File: src/rtl/seven_seg_pkg.sv
// seven_seg_pkg: glyph constants, capture FSM states and an anode-strobe
// helper shared by the 7-segment capture logic and future display encoders.
package seven_seg_pkg;

    // Active-low cathode patterns, bit order {g,f,e,d,c,b,a}
    localparam logic [6:0] SEG_0     = 7'b1000000;
    localparam logic [6:0] SEG_1     = 7'b1111001;
    localparam logic [6:0] SEG_2     = 7'b0100100;
    localparam logic [6:0] SEG_3     = 7'b0110000;
    localparam logic [6:0] SEG_4     = 7'b0011001;
    localparam logic [6:0] SEG_5     = 7'b0010010;
    localparam logic [6:0] SEG_6     = 7'b0000010;
    localparam logic [6:0] SEG_7     = 7'b1111000;
    localparam logic [6:0] SEG_8     = 7'b0000000;
    localparam logic [6:0] SEG_9     = 7'b0010000;
    localparam logic [6:0] SEG_A     = 7'b0001000;
    localparam logic [6:0] SEG_B     = 7'b0000011;
    localparam logic [6:0] SEG_C     = 7'b1000110;
    localparam logic [6:0] SEG_D     = 7'b0100001;
    localparam logic [6:0] SEG_E     = 7'b0000110;
    localparam logic [6:0] SEG_F     = 7'b0001110;
    localparam logic [6:0] SEG_BLANK = 7'b1111111;

    typedef enum logic [1:0] {
        IDLE   = 2'd0,
        SETTLE = 2'd1,
        HOLD   = 2'd2
    } cap_state_t;

    // Position of the lowest low bit of an active-low strobe vector (0 if none).
    // Callers pad unused upper bits with 1s.
    function automatic int onehot_low_idx(input logic [31:0] strobe_n);
        int idx;
        idx = 0;
        for (int i = 31; i >= 0; i--) begin
            if (!strobe_n[i]) idx = i;
        end
        return idx;
    endfunction

endpackage

File: src/rtl/seg_to_hex.sv
// seg_to_hex: combinational active-low 7-segment glyph to hex nibble decoder.
// Unknown patterns (including blank) decode to nibble 0 with o_valid low.
module seg_to_hex
    import seven_seg_pkg::*;
(
    input  logic [6:0] i_seg,
    output logic       o_valid,
    output logic [3:0] o_nibble
);

    // Glyph lookup; anything not in the hex set is flagged invalid
    always_comb begin
        o_valid  = 1'b1;
        o_nibble = 4'h0;
        case (i_seg)
            SEG_0:   o_nibble = 4'h0;
            SEG_1:   o_nibble = 4'h1;
            SEG_2:   o_nibble = 4'h2;
            SEG_3:   o_nibble = 4'h3;
            SEG_4:   o_nibble = 4'h4;
            SEG_5:   o_nibble = 4'h5;
            SEG_6:   o_nibble = 4'h6;
            SEG_7:   o_nibble = 4'h7;
            SEG_8:   o_nibble = 4'h8;
            SEG_9:   o_nibble = 4'h9;
            SEG_A:   o_nibble = 4'hA;
            SEG_B:   o_nibble = 4'hB;
            SEG_C:   o_nibble = 4'hC;
            SEG_D:   o_nibble = 4'hD;
            SEG_E:   o_nibble = 4'hE;
            SEG_F:   o_nibble = 4'hF;
            default: o_valid  = 1'b0;
        endcase
    end

endmodule

File: src/rtl/seven_seg_capture.sv
// seven_seg_capture: watches a multiplexed active-low 7-segment scan bus and
// rebuilds the hex value of each digit, with per-digit validity, frame
// completion and scan-error pulses.
// Optional feature: define SEVEN_SEG_CAPTURE_RAW_EN to add raw_seg_out, the
// raw synced cathode pattern of each digit's last capture.
module seven_seg_capture
    import seven_seg_pkg::*;
#(
    parameter int NUM_DIGITS    = 4,
    parameter int SETTLE_CYCLES = 4,
    parameter int CNT_W         = 3
) (
    input  logic                    clk,
    input  logic                    reset,
    input  logic [NUM_DIGITS-1:0]   anode_in,
    input  logic [6:0]              seg_in,
    output logic [4*NUM_DIGITS-1:0] digit_out,
    output logic [NUM_DIGITS-1:0]   digit_valid,
    output logic                    frame_done,
    output logic                    scan_error
`ifdef SEVEN_SEG_CAPTURE_RAW_EN
    ,
    output logic [7*NUM_DIGITS-1:0] raw_seg_out
`endif
);

    localparam int IDX_W  = (NUM_DIGITS > 1) ? $clog2(NUM_DIGITS) : 1;
    localparam int PROG_W = $clog2(NUM_DIGITS + 1);
    localparam logic [IDX_W-1:0]  LAST_IDX  = IDX_W'(NUM_DIGITS - 1);
    localparam logic [PROG_W-1:0] LAST_PROG = PROG_W'(NUM_DIGITS - 1);
    localparam logic [CNT_W-1:0]  CNT_DONE  = CNT_W'(SETTLE_CYCLES);

    logic [NUM_DIGITS-1:0] r_a_meta, r_a_s, r_a_prev;
    logic [6:0]            r_s_meta, r_s_s, r_s_prev;
    cap_state_t            r_state, w_state_next, w_judge_state;
    logic [CNT_W-1:0]      r_cnt, w_cnt_next, w_judge_cnt;
    logic [IDX_W-1:0]      r_expected;
    logic [PROG_W-1:0]     r_progress;
    logic                  r_frame, r_err;

    logic [NUM_DIGITS-1:0] w_zeros;
    logic                  w_any_low, w_onehot, w_multi;
    logic                  w_a_changed, w_s_changed;
    logic                  w_judge_err, w_capture, w_anode_err;
    logic [IDX_W-1:0]      w_idx;
    logic                  w_glyph_ok;
    logic [3:0]            w_nibble;

    // Two-flop synchronizers plus one more stage to detect cycle-to-cycle changes
    always_ff @(posedge clk or negedge reset) begin
        if (!reset) begin
            r_a_meta <= '1;
            r_a_s    <= '1;
            r_a_prev <= '1;
            r_s_meta <= SEG_BLANK;
            r_s_s    <= SEG_BLANK;
            r_s_prev <= SEG_BLANK;
        end else begin
            r_a_meta <= anode_in;
            r_a_s    <= r_a_meta;
            r_a_prev <= r_a_s;
            r_s_meta <= seg_in;
            r_s_s    <= r_s_meta;
            r_s_prev <= r_s_s;
        end
    end

    assign w_zeros     = ~r_a_s;
    assign w_any_low   = |w_zeros;
    assign w_onehot    = w_any_low && ((w_zeros & (w_zeros - NUM_DIGITS'(1))) == '0);
    assign w_multi     = w_any_low && !w_onehot;
    assign w_a_changed = (r_a_s != r_a_prev);
    assign w_s_changed = (r_s_s != r_s_prev);
    assign w_idx       = IDX_W'(onehot_low_idx({{(32 - NUM_DIGITS){1'b1}}, r_a_s}));
    // A multi-low strobe is reported once, when it first appears
    assign w_judge_err = w_multi && w_a_changed;

    seg_to_hex u_seg_to_hex (
        .i_seg    (r_s_s),
        .o_valid  (w_glyph_ok),
        .o_nibble (w_nibble)
    );

    // Fresh judgement of the anode vector: one strobe starts a settle count
    always_comb begin
        w_judge_state = IDLE;
        w_judge_cnt   = '0;
        if (w_onehot) begin
            w_judge_state = SETTLE;
            w_judge_cnt   = CNT_W'(1);
        end
    end

    // Next-state logic: settle, capture once, then hold until the strobe moves
    always_comb begin
        w_state_next = r_state;
        w_cnt_next   = r_cnt;
        w_capture    = 1'b0;
        w_anode_err  = 1'b0;
        case (r_state)
            IDLE: begin
                w_state_next = w_judge_state;
                w_cnt_next   = w_judge_cnt;
                w_anode_err  = w_judge_err;
            end
            SETTLE: begin
                if (w_a_changed || w_s_changed) begin
                    w_state_next = w_judge_state;
                    w_cnt_next   = w_judge_cnt;
                    w_anode_err  = w_judge_err;
                end else if (r_cnt >= CNT_DONE) begin
                    w_capture    = 1'b1;
                    w_state_next = HOLD;
                end else begin
                    w_cnt_next = r_cnt + CNT_W'(1);
                end
            end
            HOLD: begin
                if (w_a_changed) begin
                    w_state_next = w_judge_state;
                    w_cnt_next   = w_judge_cnt;
                    w_anode_err  = w_judge_err;
                end
            end
            default: begin
                w_state_next = IDLE;
                w_cnt_next   = '0;
            end
        endcase
    end

    // FSM state and settle counter registers
    always_ff @(posedge clk or negedge reset) begin
        if (!reset) begin
            r_state <= IDLE;
            r_cnt   <= '0;
        end else begin
            r_state <= w_state_next;
            r_cnt   <= w_cnt_next;
        end
    end

    // Scan-order tracking; frame_done only on a fully in-order 0..N-1 sequence
    always_ff @(posedge clk or negedge reset) begin
        if (!reset) begin
            r_expected <= '0;
            r_progress <= '0;
            r_frame    <= 1'b0;
            r_err      <= 1'b0;
        end else begin
            r_frame <= 1'b0;
            r_err   <= w_anode_err;
            if (w_capture) begin
                if (w_idx != r_expected) begin
                    r_err      <= 1'b1;
                    r_progress <= (w_idx == '0) ? PROG_W'(1) : '0;
                    r_expected <= (w_idx == LAST_IDX) ? '0 : w_idx + IDX_W'(1);
                end else if (w_idx == LAST_IDX) begin
                    r_frame    <= (r_progress == LAST_PROG);
                    r_progress <= '0;
                    r_expected <= '0;
                end else begin
                    r_progress <= (w_idx == '0) ? PROG_W'(1) : r_progress + PROG_W'(1);
                    r_expected <= w_idx + IDX_W'(1);
                end
            end
        end
    end

    assign frame_done = r_frame;
    assign scan_error = r_err;

    generate
        for (genvar gi = 0; gi < NUM_DIGITS; gi++) begin : g_digit
            logic       w_sel;
            logic [3:0] r_nib;
            logic       r_vld;

            assign w_sel = w_capture && (w_idx == IDX_W'(gi));

            // Per-digit capture register, written only when this digit is strobed
            always_ff @(posedge clk or negedge reset) begin
                if (!reset) begin
                    r_nib <= 4'h0;
                    r_vld <= 1'b0;
                end else if (w_sel) begin
                    r_nib <= w_nibble;
                    r_vld <= w_glyph_ok;
                end
            end

            assign digit_out[4*gi +: 4] = r_nib;
            assign digit_valid[gi]      = r_vld;

`ifdef SEVEN_SEG_CAPTURE_RAW_EN
            logic [6:0] r_raw;

            // Raw cathode pattern kept alongside the decoded nibble
            always_ff @(posedge clk or negedge reset) begin
                if (!reset) begin
                    r_raw <= SEG_BLANK;
                end else if (w_sel) begin
                    r_raw <= r_s_s;
                end
            end

            assign raw_seg_out[7*gi +: 7] = r_raw;
`endif
        end
    endgenerate

endmodule

File: config.mk
export PLATFORM = sky130hd
export DESIGN_NAME = seven_seg_capture
export DESIGN_NICKNAME = d
export VERILOG_FILES = /design/src/rtl/seven_seg_pkg.sv /design/src/rtl/seg_to_hex.sv /design/src/rtl/seven_seg_capture.sv
export SDC_FILE = /design/constraint.sdc
export NUM_CORES = 1
export LEC_CHECK = 0
export BUFFER_PORTS_ARGS = -buffer_cell sky130_fd_sc_hd__buf_2
export CAP_MARGIN = 20
export CORE_ASPECT_RATIO = 1.4
export CORE_MARGIN = 5
export CORE_UTILIZATION = 55
export DETAILED_ROUTE_END_ITERATION = 8
export GPL_TIMING_DRIVEN = 0
export HOLD_SLACK_MARGIN = 0.15
export PLACE_DENSITY = 0.76
export SYNTH_ARGS = -nofsm -noshare
export SYNTH_HDL_FRONTEND = slang
export SYNTH_SLANG_ARGS = --single-unit
File: constraint.sdc
create_clock -name clk -period 7.65 [get_ports clk]
set_input_delay 0.765 -clock clk [delete_from_list [all_inputs] [get_ports clk]]
set_output_delay 0.765 -clock clk [all_outputs]
set_load 0.02 [all_outputs]
# Yosys cells after proc, flatten, opt, wreduce, memory -nomap -nowiden
# Cells that the tools add are included.
# totals
out_inout_bits,22
register_bits,65
elab_cells,103
# classes
n_reduce_logical,17
order_cmp,1
n_mux,32
n_addsub,4
bitwise_logic,2
eq_ne,27
# op_table
operator,n
$pmux 4 s15,1
$eq 7x7->1 const B,4
$eq 7x5->1 const B,3
$eq 7x6->1 const B,3
$mux 3,6
$mux 2,8
$reduce_or 16->1,1
$eq 7x2->1 const B,2
$eq 7x4->1 const B,2
$mux 1,14
$pmux 3 s3,1
$eq 7x3->1 const B,1
$logic_and 1x1->1,7
$logic_not 7->1,1
$ne 7x7->1,1
$add 3x1->3 const B,2
$eq 2x2->1 const B,3
$ne 3x3->1 const B,2
$pmux 2 s3,1
$and 4x4->4,1
$eq 2x1->1 const B,2
$logic_not 2->1,2
$logic_not 4->1,1
$ne 4x4->1,1
12 further kinds,13

# Logic depth before layout (Yosys ltp)
# depth
word_depth,12
ltp_mapped,8
ltp_nobuf,7

# Cells and area by module
# A second synthesis with hierarchy kept.
# unflattened
cells_unflattened,252
area_unflattened_um2,3031.7
# by_module_without_submodules
module,seq_area_each_um2,area_each_um2,n_inst,cells_each
seven_seg_capture,1667.8,2667.6,1,196
seg_to_hex,0.0,364.1,1,56

# Worst setup path after synthesis
# Ideal clock, no wire load.
# synth_path
path_type,register -> register
startpoint,reg r_s_s[1]
endpoint,reg r_progress[1]
path_slack_ps,5081
stages_incl_launch_ff,9
arrival_ps,2444
path_buffers,3
required_ps,7525
period_less_slack_ps,2569
cell_sequence,dfstp_2 clkbuf_1 xor2_1 or4_1 buf_2 nor4_4 and2_1 buf_4 mux2_2
# synth_via
elab_chain_cells,4
# synth_rtl
element,line_no,source
from (decl),seven_seg_capture.sv:34,"logic [6:0] r_s_meta, r_s_s, r_s_prev;"
from (signal assigned),seven_seg_capture.sv:63,r_s_s <= r_s_meta;
$ne 7x7->1,seven_seg_capture.sv:73,assign w_s_changed = (r_s_s != r_s_prev);
$logic_or 1x1->1,seven_seg_capture.sv:107,if (w_a_changed || w_s_changed) begin
$mux 1,seven_seg_capture.sv:107,
$mux 1,seven_seg_capture.sv:100,case (r_state)
to (signal assigned),seven_seg_capture.sv:156,r_progress <= (w_idx == '0) ? PROG_W'(1) : '0;
to (signal assigned),seven_seg_capture.sv:163,r_progress <= (w_idx == '0) ? PROG_W'(1) : r_progress + PROG_W'(1);
to (decl),seven_seg_capture.sv:38,logic [PROG_W-1:0] r_progress;
# Every way passes these cells.
# A chain may end at the register's enable or synchronous reset.

# Worst setup path after layout
# layout_path
startpoint,reg r_s_s[1]
endpoint,reg r_expected[1]
# layout_via
elab_chain_cells,4
# layout_rtl
element,line_no,source
$ne 7x7->1,seven_seg_capture.sv:73,
$logic_or 1x1->1,seven_seg_capture.sv:107,
$mux 1,seven_seg_capture.sv:107,
$mux 1,seven_seg_capture.sv:100,
to (signal assigned),seven_seg_capture.sv:157,r_expected <= (w_idx == LAST_IDX) ? '0 : w_idx + IDX_W'(1);
to (signal assigned),seven_seg_capture.sv:164,r_expected <= w_idx + IDX_W'(1);
to (decl),seven_seg_capture.sv:37,logic [IDX_W-1:0] r_expected;
# Every way passes these cells.

==> flow_summary.yaml <==
sta:
  min_period_over_period_pct: 38.0
  rsz0062_at_grt: "no"
  fmax_mhz: 344
  maxSlewHeadroom_pct: 38.5
  skew_ns: 0.0101
  tns_ns: 0
  finalHoldViolations: 0
  drv_slew: 0
  post-route-min-period_ns: 2.91
  setup_viol: 0
  worst_pin_slew_ns: 0.914
cts:
  clock_sinks: 65
  h-tree-depth: 3
  cts-resized-gates: 0
  cts.reportedPaths.clkPinSlew_ns: 0.07
  cts.path.max_buffers: 2
  cts_buffers: 9
  clk-insertion-delay-late_ns: 0.35
  cts_hold_buf: 0
  root_buffer: "clkbuf_8"
  postCtsSetupBuffers: 0
  cts_tree: "built"
logic_synthesis:
  synth_top_area_cell: "dfstp_2"
  synth_ff_type: "dfstp_2"
  synth_top_area_share_pct: 27.5
  yosysWarnings: 0
  ys_ff_latch: 65
  syn_area_per_cell_um2: 11.3
  synthesis.area_mm2: 0.00315
  ys_seq_area_share_pct: 53.0
  yosysUniqueCellTypes: 57
  synthArstFlopShare_pct: 100
  synth-edff-count: 0
  syn_inst: 278
  synth.top_cells.by_area: "dfstp_2 28%, dfrtp_1 25%, mux2_2 6.8%, ha_1 4.4%, xnor2_1 2.8%"
  syn_nets: 302
detailed_routing:
  dr.pass1.iters: 4
  ant_nets: 0
  totalWireLength_um: 6150
  viasPerCell: 5.80
  drc: 0
  wl_per_cell_um: 15.5
  dr.first_iter.drc_count: 143
  num_vias: 2303
layout:
  drive_gt1_share_pct: 34.3
  fin_nets: 348
  area_delta_synth_final_pct: 14.2
  stdcell_area_mm2: 0.00360
  final_cell_mix: "36 x buf_2, 33 x dfstp_2, 32 x dfrtp_1"
  n_antenna_cell: 0
  final-instance-count-excl-fill: 397
  mostFrequentLayoutCell: "buf_2"
die:
  dieArea_mm2: 0.00736
  core_mm2: 0.00553
  io_pins: 35
  start_util_pct: 57.0
  row_count: 32
  die_width_um: 74.0
  die_h_um: 99.5
run:
  maxCapViolCount: 0
placement:
  gp_congestion: 0.915
  dpl_cell_area_mm2: 0.00342
  dp.final_hpwl_um: 4590
  placed_cells: 381
  port_buffers: 34
global_routing:
  grt_util_all_layers_pct: 19.2
  grt_pass1_wl_um: 10800
  globalRoute.totalOverflow: 0
  grt_max_degree: 43
  grt_pass1_vias: 2340
  antenna_found_initial: 0
worst_setup_path:
  cp_max_fo: 10
  cp_slowest_cell: "nor4_1"
  cp-start-kind: "register"
  endpoint_kind: "register"
  crit_family: "simple AND/OR/NAND/NOR gates"
  arrival_ns: 3.14
  critPathRequiredTime_ns: 7.88
  critPathKind: "reg -> reg"
  critical-path-max-stage-delay_ns: 0.79
  path_buf_inv: 2
  cp_cell_sequence: "clkbuf_1, xor2_1, or4_1, buf_2, nor4_1, mux2_2"
run_status:
  outcome: "complete, no violations"
pwr:
  report.power.total_w: 0.000684
  p_leak_nw: 1.63
  ir_drop_mv: 0.142
  power.density_mw_per_mm2: 190
min_path:
  min_path_type: "reg -> reg"
-- metrics by stage --
step / hold WS (ns) / worst slack [ns] / util (%)
6_report: 0.356 / 4.74 / 65.1
5_1_grt: 0.364 / 4.53 / 65.1
3_5_place_dp: 0.347 / 4.74 / 62.0
2_1_floorplan: 0.345 / 5.08 / -
3_3_place_gp: 0.345 / 4.78 / 61.6
4_1_cts: 0.357 / 4.71 / 65.1
-- sequential cells by signal (all words and copies together) (netlist names) --
signal         flops
g_digit.r_nib     16
r_a_meta           4
r_progress         3
r_cnt              3
g_digit.r_vld      4
r_s_prev           7
scan_error         1
frame_done         1
r_state            2
r_s_s              7
r_expected         2
r_a_s              4
r_s_meta           7
r_a_prev           4
-- Yosys cell counts, drive strengths merged (5+ instances only) --
master	instances
clkbuf	13
xnor2	10
buf	8
mux2	19
nand3	13
nand2	11
nor2	18
inv	8
o21ai	8
nor3	5
nor4	6
nor4b	5
dfrtp	32
ha	11
a21oi	10
dfstp	33
a31oi	10
-- kinds of logic (layout without fill, tap and decap cells) --
kind of cell | after synthesis | after routing | share of synthesized area (%)
AND/OR/NAND/NOR | 85 | 85 | 15.6
flip-flops | 65 | 65 | 53.0
AO/OA/AOI/OAI | 53 | 53 | 11.6
buffers and inverters | 29 | 80 | 4.17
multiplexers | 21 | 21 | 7.43
XOR/XNOR | 14 | 14 | 3.89
adder cells (fa/ha/maj) | 11 | 11 | 4.37
-- worst reg2reg max path: cells and delay by family (launching register included) --
family,cells,cell delay [ns]
xor gates and xnor gates,1,0.15
buffers and inverters,2,0.53
DFF,1,0.53
muxes,1,0.41
and+or+nand+nor,2,1.19
-- final cells by class --
| class | instances | area, um^2 |
|---|---|---|
| fillers | 446 | 1930 |
| flip-flops and latches | 65 | 1670 |
| multi-input cells | 184 | 1350 |
| repair buffers | 35 | 190 |
| clock buffers | 11 | 141 |
| plain buffers | 21 | 101 |
| well taps | 68 | 85.1 |
| clock inverters | 5 | 31.3 |
| inverters | 8 | 30.0 |
-- worst paths after layout --
| path | startpoint | to | slack [ns] | depth (start not counted) |
|---|---|---|---|---|
| max | r_s_s[1] | r_expected[1] | 4.74 | 6 |
| min | r_s_meta[6] | r_s_s[6] | 0.36 | 0 |
| max reg2reg | r_s_s[1] | r_expected[1] | 4.74 | 6 |
| min reg2reg | r_s_meta[6] | r_s_s[6] | 0.36 | 0 |
| max in group asynchronous | reset | r_s_s[6] | 6.59 | 2 |
| min in group asynchronous | reset | g_digit[0].r_nib[3] | 0.40 | 1 |
-- per-layer routing --
layer	track usage, %	share of wire (%)
met4	8.37	2.3
met1	22.6	38
met3	6.47	5.8
met2	31.4	54
met5	0	0
-- report_power, final --
part | switching, W | internal, W
registers | 0.00000606 | 0.000361
clock network | 0.000127 | 0.000125
logic | 0.0000407 | 0.0000236
total | 0.000173 | 0.000510
Power figures use the tool's default switching activity.
